## src/rtl/riscv_pkg.sv

```systemverilog
// Shared RV64 fetch constants: data/instruction widths, the bubble encoding and
// the boot image used to initialise instruction memory.
package riscv_pkg;

    localparam int unsigned XLEN = 64;
    localparam int unsigned ILEN = 32;

    localparam logic [ILEN-1:0] NOP_INSTR = 32'h0000_0013;

    localparam int unsigned IMEM_INIT_WORDS = 16;

    // Boot image, one 32-bit instruction per word address.
    localparam logic [ILEN-1:0] IMEM_INIT [IMEM_INIT_WORDS] = '{
        32'h0050_0093, 32'h00A0_0113, 32'h0020_81B3, 32'h4020_8233,
        32'h0031_0293, 32'h0042_A023, 32'h0002_A303, 32'h0062_8463,
        32'h1234_5008, 32'h1234_5009, 32'h1234_500A, 32'h1234_500B,
        32'h1234_500C, 32'h1234_500D, 32'h1234_500E, 32'hDEAD_BEEF
    };

endpackage

```

## src/rtl/instruction_memory.sv

```systemverilog
// Byte-addressed little-endian ROM with a combinational 32-bit word read;
// addresses past the end of memory return the bubble instruction.
module instruction_memory
    import riscv_pkg::*;
#(
    parameter int unsigned     IMEM_BYTES = 64,
    parameter logic [ILEN-1:0] NOP_INSTR  = riscv_pkg::NOP_INSTR
) (
    input  logic [XLEN-1:0] addr,
    output logic [ILEN-1:0] instr_c
);

    localparam int unsigned AW = $clog2(IMEM_BYTES);

    logic [7:0]    mem [IMEM_BYTES];
    logic [AW-3:0] widx;
    logic          in_range;

    // Spread the word table into bytes, LSB at the lowest address.
    for (genvar i = 0; i < int'(IMEM_BYTES); i++) begin : g_bytes
        if ((i / 4) < int'(IMEM_INIT_WORDS)) begin : g_init
            assign mem[i] = IMEM_INIT[i / 4][8 * (i % 4) +: 8];
        end else begin : g_zero
            assign mem[i] = 8'h00;
        end
    end

    assign widx     = addr[AW-1:2];
    assign in_range = addr < XLEN'(IMEM_BYTES);

    always_comb begin
        instr_c = NOP_INSTR;
        if (in_range) begin
            instr_c = {mem[{widx, 2'd3}], mem[{widx, 2'd2}],
                       mem[{widx, 2'd1}], mem[{widx, 2'd0}]};
        end
    end

endmodule

```

## src/rtl/instruction_fetch_stage.sv

```systemverilog
// IF stage: PC register, IF/ID pipeline register and a saturating count of
// valid fetches; redirect beats stall, stall beats sequential fetch.
module instruction_fetch_stage
    import riscv_pkg::*;
#(
    parameter int unsigned     IMEM_BYTES = 64,
    parameter logic [ILEN-1:0] NOP_INSTR  = riscv_pkg::NOP_INSTR
) (
    input  logic            clk,
    input  logic            reset,
    input  logic            stall,
    input  logic            branch_taken,
    input  logic [XLEN-1:0] branch_target,
    output logic [XLEN-1:0] PC_out,
    output logic [XLEN-1:0] IFID_PC,
    output logic [ILEN-1:0] IFID_Instruction,
    output logic            IFID_valid,
    output logic [31:0]     fetch_count
);

    logic [ILEN-1:0] imem_instr;

    instruction_memory #(
        .IMEM_BYTES (IMEM_BYTES),
        .NOP_INSTR  (NOP_INSTR)
    ) u_imem (
        .addr    (PC_out),
        .instr_c (imem_instr)
    );

    always_ff @(posedge clk or negedge reset) begin
        if (!reset) begin
            PC_out           <= '0;
            IFID_PC          <= '0;
            IFID_Instruction <= NOP_INSTR;
            IFID_valid       <= 1'b0;
            fetch_count      <= '0;
        end else if (branch_taken) begin
            // Redirect flushes IF/ID with a bubble and realigns the target.
            PC_out           <= branch_target & ~XLEN'(3);
            IFID_PC          <= '0;
            IFID_Instruction <= NOP_INSTR;
            IFID_valid       <= 1'b0;
        end else if (!stall) begin
            PC_out           <= PC_out + XLEN'(4);
            IFID_PC          <= PC_out;
            IFID_Instruction <= imem_instr;
            IFID_valid       <= 1'b1;
            if (fetch_count != 32'hFFFF_FFFF) begin
                fetch_count <= fetch_count + 32'd1;
            end
        end
    end

endmodule
```

## config.mk

```make
export PLATFORM = sky130hd
export DESIGN_NAME = instruction_fetch_stage
export DESIGN_NICKNAME = d
export VERILOG_FILES = /design/src/rtl/riscv_pkg.sv /design/src/rtl/instruction_memory.sv /design/src/rtl/instruction_fetch_stage.sv
export SDC_FILE = /design/constraint.sdc
export NUM_CORES = 1
export LEC_CHECK = 0
export BUFFER_PORTS_ARGS = -buffer_cell sky130_fd_sc_hd__buf_4
export CORE_MARGIN = 2
export CORE_UTILIZATION = 55
export CTS_BUF_LIST = sky130_fd_sc_hd__clkbuf_4 sky130_fd_sc_hd__clkbuf_8
export DETAILED_ROUTE_END_ITERATION = 6
export HOLD_SLACK_MARGIN = 0.02
export PLACE_DENSITY = 0.83
export SLEW_MARGIN = 20
export SYNTH_ARGS = -nofsm -noshare
export SYNTH_HDL_FRONTEND = slang
export SYNTH_HIERARCHICAL = 1
export SYNTH_SLANG_ARGS = --single-unit
```

## constraint.sdc

```tcl
create_clock -name clk -period 6.2 [get_ports clk]
set_input_delay 0.31 -clock clk [delete_from_list [all_inputs] [get_ports clk]]
set_output_delay 0.31 -clock clk [all_outputs]
set_load 0.05 [all_outputs]
```

==> results of run 1 <==
## cells in the mapped netlist, drive strengths merged
cell type	number
mux2i	105
o21ai	45
a22oi	8
nand2	97
nor2	131
or2	4
nor4bb	1
nand3	44
and4b	3
ha	7
nor4b	4
or3	6
nor2b	21
a221o	6
o21a	1
o31ai	1
mux2	6
nand4b	6
and3	12
and4	8
a211oi	4
a41oi	1
nand4	35
a31oi	2
nand2b	1
xnor2	40
clkbuf	36
xor2	28
nor4	41
nor3	28
or4	16
and2	6
a21oi	16
a211o	1
nand4bb	1
or4b	2
inv	11
buf	30
nor3b	2
dfrtp	187
a21o	2
dfstp	3
conb	2
a221oi	1
## final cells by class
type                            instances  area (um2)
Clock buffer                           20         263
Clock inverter                         12         136
Fill cell                            1363        5190
Inverter                               11        41.3
Multi-Input combinational cell        747        4750
Sequential cell                       190        4760
Tap cell                              225         282
Timing Repair Buffer                  261        2000
## cells by family (layout without fill, tap and decap cells)
kind of cell,after synthesis,count (layout)
flops,190,190
compound gates,88,88
mux,111,111
buf+inv,77,304
fa+ha+maj,7,7
xor+xnor,68,68
simple gates,469,469
other cells,2,4
## worst paths after layout
path / cells past startpoint / end / slack, ns / startpoint
hold / removal: 3 / PC_out[37]$_DFFE_PN0N_ / 0.04 / branch_target[37]
setup reg to reg: 5 / PC_out[57]$_DFFE_PN0N_ / 3.09 / PC_out[5]$_DFFE_PN0N_
hold reg to reg: 1 / fetch_count[13]$_DFFE_PN0P_ / 0.51 / fetch_count[13]$_DFFE_PN0P_
min in group asynchronous: 2 / IFID_PC[28]$_DFFE_PN0N_ / 0.34 / reset
max in group asynchronous: 4 / PC_out[20]$_DFFE_PN0N_ / 4.23 / reset
setup / recovery: 5 / PC_out[57]$_DFFE_PN0N_ / 3.09 / PC_out[5]$_DFFE_PN0N_
## power by group through the flow
stage	combinational, mW	clock, mW	sequential [mW]
2_1_floorplan	0.235	0	1.78
3_3_place_gp	0.786	0	1.51
3_5_place_dp	0.800	0	1.51
4_1_cts	0.804	0.850	1.49
5_1_grt	0.856	0.899	1.51
6_report	0.804	0.836	1.49
## per-layer routing
| layer | vias up | routed length [um] | GRT usage [%] |
|---|---|---|---|
| li1 | 4016 | - | - |
| met1 | 4277 | 11700 | 41.6 |
| met2 | 370 | 13200 | 45.6 |
| met3 | 51 | 2280 | 6.94 |
| met4 | 0 | 575 | 8.28 |
| met5 | - | 0 | 0 |
## sequential cells by signal (all words and copies together) (netlist names)
signal / cells
IFID_valid: 1
IFID_Instruction: 32
PC_out: 62
IFID_PC: 63
fetch_count: 32
## tightest hold or removal path: cells and delay by family
family	cells	cell delay [ns]
AOI/OAI and AO/OA	1	0.05
buffers and inverters	1	0.08
and+or+nand+nor	1	0.04
## stage by stage
step	utilization [%]	cell area [um2]	hold slack (ns)	worst slack, ns	total power, mW
final	70.2	12200	0.0435	3.09	3.13
after CTS	70.0	12200	0.0252	3.10	3.14
after detailed placement	67.7	11800	0.487	3.14	2.31
after global placement	67.7	11800	0.491	3.15	2.29
after global routing	70.2	12200	0.0305	2.90	3.26
after floorplan	-	9870	0.0144	3.46	2.01
## what timing repair did
| item | CTS | global route |
|---|---|---|
| setup buffers | 0 | 0 |
| hold endpoints to repair | 0 | 47 |
| hold buffers | 0 | 1 |
| gates resized for setup | 0 | 0 |
==> impl_metrics.sql, run 1 <==
INSERT INTO impl_metrics (metric_group, metric, value, unit) VALUES
('worst_setup_path', 'crit_family', 'simple AND/OR/NAND/NOR gates', ''),
('power_and_ir_drop', 'power_switching', '1.16', 'mW'),
('cells_and_area', 'layout-area-overhead-vs-synth', '23.9', '%'),
('placed_design', 'dpl.cell_count', '1432', ''),
('power_and_ir_drop', 'switching_share', '37.0', '%'),
('worst_setup_path', 'critical-path-max-stage-delay', '0.76', 'ns'),
('synth', 'synthSimpleGateAreaFrac', '24.4', '%'),
('sta', 'final_setup_violation_count', '0', ''),
('detailed_routing', 'wl', '27700', 'um'),
('clock_tree', 'clkSinkCount', '190', ''),
('synth', 'syn-mean-instance-area', '9.75', 'um2'),
('global_routing', 'grt-ovfl-total', '0', ''),
('clock_tree', 'cts_tree', 'done', ''),
('power_and_ir_drop', 'p_int', '1.97', 'mW'),
('worst_setup_path', 'cp_data_arrival_time', '3.51', 'ns'),
('floorplanning', 'floorplan.initialDensity', '56.6', '%'),
('power_and_ir_drop', 'power.static_leakage', '5.84', 'nW'),
('synth', 'ys_top_cells_by_area', 'sky130_fd_sc_hd__dfrtp_1 47%, sky130_fd_sc_hd__mux2i_1 11%, sky130_fd_sc_hd__nor2_1 5.0%', ''),
('synth', 'yosysSeqAreaShare', '48.2', '%'),
('worst_setup_path', 'crit_path_max_delay_cell_type', 'sky130_fd_sc_hd__dfrtp_1', ''),
('cells_and_area', 'final_layout_size_suffix_gt1_share', '25.3', '%'),
('synth', 'syn-instance-count', '1012', ''),
('synth', 'yosys-mux-area-fraction', '11.3', '%'),
('detailed_routing', 'antenna_violating_nets_post_route', '0', ''),
('placed_design', 'globalplace.congestion', '0.872', ''),
('sta', 'timing_worst_slew_pin_value', '1.13', 'ns'),
('sta', 'slew_violations', '0', ''),
('clock_tree', 'clock_tree.htree_level_count', '4', ''),
('synth', 'area_share_of_the_largest_cell_type_after_synthesis', '47.4', '%'),
('worst_setup_path', 'setup_crit_start_kind', 'flop', ''),
('clock_tree', 'cts_made_buffers', '17', ''),
('worst_setup_path', 'crit_chain', 'nand4b_1 > or4_4 > or4b_1 > or4_1 > nand3_1', ''),
('synth', 'synthesized_area_fraction_occupied_by_ao_oa_aoi_and_oai_cells', '5.35', '%'),
('synth', 'synthDistinctLibCells', '54', ''),
('synth', 'post_synth_fa_ha_maj_area_fraction', '0.888', '%'),
('global_routing', 'first_global_vias', '8175', ''),
('cells_and_area', 'post_layout_nonfiller_instances', '1466', ''),
('floorplanning', 'design.die.area', '19000', 'um2'),
('worst_setup_path', 'critPathKind', 'reg2reg', ''),
('power_and_ir_drop', 'flop_pwr_share', '47.6', '%'),
('floorplanning', 'design.core.area', '17400', 'um2'),
('cells_and_area', 'final_common_cell', 'sky130_fd_sc_hd__buf_4', ''),
('outcome', 'outcome', 'finished clean', ''),
('cells_and_area', 'layout.cells.most_common_list', '256 x sky130_fd_sc_hd__buf_4, 187 x sky130_fd_sc_hd__dfrtp_1, 131 x sky130_fd_sc_hd__nor2_1, 105 x sky130_fd_sc_hd__mux2i_1, 97 x sky130_fd_sc_hd__nand2_1', ''),
('cells_and_area', 'num_antenna_cells', '0', ''),
('detailed_routing', 'drt_iter0_drc', '910', ''),
('detailed_routing', 'drt_first_pass_iters', '6', ''),
('worst_setup_path', 'critical_path_buf_inv_count', '0', ''),
('worst_setup_path', 'worst_setup_ep_type', 'flop', ''),
('sta', 'hold_violations', '0', ''),
('min_path', 'min_path_type', 'in2reg', ''),
('worst_setup_path', 'critical_path.max_fanout', '21', ''),
('detailed_routing', 'drt_drc_violations_left', '0', ''),
('synth', 'synth.yosys.warnings', '6', ''),
('global_routing', 'global_route.usage.total', '29.4', '%'),
('synth', 'main_combinational_cell_family_by_area_after_synthesis', 'simple AND/OR/NAND/NOR gates', ''),
('power_and_ir_drop', 'comb_power_share', '25.7', '%'),
('power_and_ir_drop', 'clock_power_share', '26.7', '%'),
('floorplanning', 'dieWidth', '138', 'um'),
('detailed_routing', 'drt-wirelength-per-cell', '18.9', 'um'),
('sta', 'timing.final.crit_period', '3.11', 'ns'),
('sta', 'setup_tns', '0', 'ns'),
('synth', 'synth-seq-cells', '190', ''),
('placed_design', 'dpl.hpwl', '19100', 'um'),
('sta', 'period_share', '50.2', '%'),
('clock_tree', 'clkSlewWorstSetupHoldPaths', '0.10', 'ns'),
('clock_tree', 'ctsLongestPathBuffers', '2', ''),
('floorplanning', 'core.rowCount', '48', ''),
('global_routing', 'grt_max_degree', '126', ''),
('sta', 'rsz_0062_raised_after_global_routing', 'false', ''),
('floorplanning', 'die_height', '138', 'um');
No activity file was read; power rests on OpenSTA's default activity.
==> run 2: changes to the inputs <==
Settings changed: CORE_UTILIZATION 55 to 50, PLACE_DENSITY 0.83 to 0.79.
Clock period 6.2 ns to 2.61 ns, I/O delays scaled along.
==> run 2 against run 1 <==
  * Non-clock buffer count is 129 higher
  * Sequential share of layout area is 3.5 points lower
  * Global-route usage is 0.085 points higher
  * Flip-flop and latch count stayed put
  * Via count is 7.5% higher
  * Design area is 10% higher
  * Sequential power is 130% higher
  * Core utilization is 0.58 points lower
  * Register-to-register slack worse by 3.0 ns
  * Total power grew to 2.5 times the previous value
  * Clock power grew to 2.6 times the previous value
  * Largest power group unchanged
==> impl_metrics.sql, run 2 (synthesized netlist as in run 1, its figures left out) <==
INSERT INTO impl_metrics (metric_group, metric, value, unit) VALUES
('outcome', 'outcome', 'finished clean', ''),
('floorplanning', 'design.core.area', '19400', 'um2'),
('cells_and_area', 'layout.cells.most_common_list', '308 x sky130_fd_sc_hd__buf_4, 169 x sky130_fd_sc_hd__dfrtp_1, 131 x sky130_fd_sc_hd__nor2_1, 105 x sky130_fd_sc_hd__mux2i_1, 97 x sky130_fd_sc_hd__nand2_1', ''),
('sta', 'rsz_0062_raised_after_global_routing', 'true', ''),
('clock_tree', 'ctsLongestPathBuffers', '2', ''),
('power_and_ir_drop', 'switching_share', '37.0', '%'),
('detailed_routing', 'drt_iter0_drc', '818', ''),
('detailed_routing', 'wl', '30900', 'um'),
('global_routing', 'grt_max_degree', '105', ''),
('worst_setup_path', 'rr_startpoint', 'PC_out[25]$_DFFE_PN0N_', ''),
('min_path', 'min_path_type', 'in2async', ''),
('power_and_ir_drop', 'comb_power_share', '28.9', '%'),
('worst_setup_path', 'setup_crit_start_kind', 'flop', ''),
('clock_tree', 'insertion_delay', '0.48', 'ns'),
('sta', 'setup_tns', '0', 'ns'),
('worst_setup_path', 'cp_data_arrival_time', '2.94', 'ns'),
('power_and_ir_drop', 'power.static_leakage', '6.40', 'nW'),
('cells_and_area', 'seq_area', '4780', 'um2'),
('clock_tree', 'cts_tree', 'done', ''),
('clock_tree', 'cts_made_buffers', '17', ''),
('worst_setup_path', 'crit_family', 'simple AND/OR/NAND/NOR gates', ''),
('detailed_routing', 'vias', '9365', ''),
('floorplanning', 'io_pins', '261', ''),
('worst_setup_path', 'critPathKind', 'reg2reg', ''),
('placed_design', 'place_ws', '0.103', 'ns'),
('power_and_ir_drop', 'flop_pwr_share', '43.8', '%'),
('worst_setup_path', 'crit_chain', 'nand4_1 > nor4_1 > or4b_1 > or4_1 > nand3_1', ''),
('cells_and_area', 'largest_reg_flops', '63', ''),
('sta', 'final_setup_violation_count', '0', ''),
('sta', 'timing_worst_slew_pin_value', '0.828', 'ns'),
('sta', 'timing.final.crit_period', '2.52', 'ns'),
('cells_and_area', 'post-route-util', '69.6', '%'),
('worst_setup_path', 'critical_path_buf_inv_count', '0', ''),
('cells_and_area', 'reg_top3', 'IFID_PC: 63 flops, PC_out: 62 flops', ''),
('cells_and_area', 'final_layout_size_suffix_gt1_share', '28.2', '%'),
('detailed_routing', 'viasPerCell', '5.73', ''),
('sta', 'final.hold.worst_slack', '0.258', 'ns'),
('global_routing', 'grt_antenna_before_repair', '0', ''),
('clock_tree', 'clkSinkCount', '190', ''),
('worst_setup_path', 'critical_path.max_fanout', '6', ''),
('clock_tree', 'clock_tree.htree_level_count', '4', ''),
('power_and_ir_drop', 'clock_power_share', '27.3', '%'),
('power_and_ir_drop', 'irDropWorstVdd', '596', 'uV'),
('placed_design', 'globalplace.congestion', '0.922', ''),
('sta', 'fin_ws', '0.0915', 'ns'),
('sta', 'max_freq', '0.397', 'GHz'),
('cells_and_area', 'fillers', '1452', ''),
('floorplanning', 'design.die.area', '20900', 'um2'),
('job', 'drv_cap', '0', ''),
('worst_setup_path', 'crit_path_max_delay_cell_type', 'sky130_fd_sc_hd__or4b_1', ''),
('global_routing', 'grt-ovfl-total', '0', ''),
('floorplanning', 'dieWidth', '144', 'um'),
('floorplanning', 'core.rowCount', '51', ''),
('sta', 'slew_violations', '0', ''),
('worst_setup_path', 'r2r_slack', '0.09', 'ns'),
('cells_and_area', 'nNetsFinal', '1432', ''),
('cells_and_area', 'final_common_cell', 'sky130_fd_sc_hd__buf_4', ''),
('cells_and_area', 'max_flop_register', 'IFID_PC', ''),
('placed_design', 'dpl.hpwl', '20800', 'um'),
('worst_setup_path', 'worst_setup_ep_type', 'flop', ''),
('detailed_routing', 'antenna_violating_nets_post_route', '0', ''),
('worst_setup_path', 'worst_r2r_dst', 'PC_out[57]$_DFFE_PN0N_', ''),
('global_routing', 'grt_pass1_wl', '47900', 'um'),
('worst_setup_path', 'ff2ff_path_depth', '5', ''),
('power_and_ir_drop', 'power_switching', '2.90', 'mW'),
('worst_setup_path', 'critical-path-max-stage-delay', '0.63', 'ns'),
('global_routing', 'first_global_vias', '8983', ''),
('sta', 'period_share', '96.5', '%'),
('detailed_routing', 'drt_first_pass_iters', '5', ''),
('floorplanning', 'die_height', '144', 'um'),
('placed_design', 'port_buffer_count', '256', ''),
('detailed_routing', 'drt-wirelength-per-cell', '18.9', 'um'),
('floorplanning', 'floorplan.initialDensity', '50.8', '%'),
('sta', 'hold_violations', '0', ''),
('clock_tree', 'clkSlewWorstSetupHoldPaths', '0.10', 'ns'),
('sta', 'worst_clock_skew', '0.0164', 'ns'),
('cells_and_area', 'num_antenna_cells', '0', ''),
('cells_and_area', 'layout-area-overhead-vs-synth', '36.9', '%'),
('sta', 'slew-limit-headroom', '44.8', '%'),
('power_and_ir_drop', 'power_density', '581', 'nW/um2'),
('detailed_routing', 'drt_drc_violations_left', '0', ''),
('clock_tree', 'post_cts_setup_buffers', '0', ''),
('global_routing', 'global_route.usage.total', '29.5', '%'),
('clock_tree', 'cts.root.buffer_cell', 'sky130_fd_sc_hd__clkbuf_8', ''),
('cells_and_area', 'multi_input_area', '4760', 'um2'),
('worst_setup_path', 'worst-endpoint-required', '3.03', 'ns'),
('power_and_ir_drop', 'p_int', '4.94', 'mW');
[run 2: power by group through the flow]
stage / registers, mW / clock network, mW / logic, mW
floorplan: 4.23 / 0 / 0.559
global placement: 3.46 / 0 / 2.10
detailed placement: 3.47 / 0 / 2.13
CTS: 3.42 / 2.17 / 2.24
global route: 3.46 / 2.27 / 2.40
finish: 3.43 / 2.14 / 2.27
[run 2: timing repair]
item                                   CTS  global route
resized for setup                        0             2
endpoints found under the hold margin  133             0
setup endpoints to repair                0             2
hold buffers                            77             0
[run 2: stage by stage]
stage          area, um2  instances  power, mW
6_report           13500       1635       7.84
4_1_cts            13500       1635       7.84
3_3_place_gp       12300       1526       5.56
3_5_place_dp       12300       1526       5.60
5_1_grt            13500       1635       8.13
2_1_floorplan       9890       1014       4.78
[run 2: per-layer routing]
| metal | track usage, % | up-vias | routed length (um) | share of wire [%] |
|---|---|---|---|---|
| li1 | - | 4273 | - | - |
| met1 | 39.6 | 4572 | 12900 | 42 |
| met2 | 47.7 | 447 | 14900 | 48 |
| met3 | 5.46 | 73 | 2290 | 7.4 |
| met4 | 11.4 | 0 | 822 | 2.7 |
| met5 | 0 | - | 0 | 0 |
[run 2: worst max-delay path by stage]
stage	start	end	slack [ns]	cells past startpoint
2_1_floorplan	PC_out[26]$_DFFE_PN0N_	PC_out[55]$_DFFE_PN0N_	0.004	6
3_3_place_gp	PC_out[16]$_DFFE_PN0N_	PC_out[45]$_DFFE_PN0N_	0.16	5
3_5_place_dp	PC_out[22]$_DFFE_PN0N_	PC_out[45]$_DFFE_PN0N_	0.10	5
4_1_cts	PC_out[22]$_DFFE_PN0N_	PC_out[45]$_DFFE_PN0N_	0.07	5
5_1_grt	PC_out[22]$_DFFE_PN0N_	PC_out[57]$_DFFE_PN0N_	-0.02	5
6_report	PC_out[25]$_DFFE_PN0N_	PC_out[57]$_DFFE_PN0N_	0.09	5
[run 2: cell type report]
type	count	area share [%]
Multi-Input combinational cell	747	35.3
Timing Repair Buffer	390	23.4
Tap cell	265	2.46
Sequential cell	190	35.4
Clock inverter	13	1.33
Inverter	11	0.306
Clock buffer	19	1.84
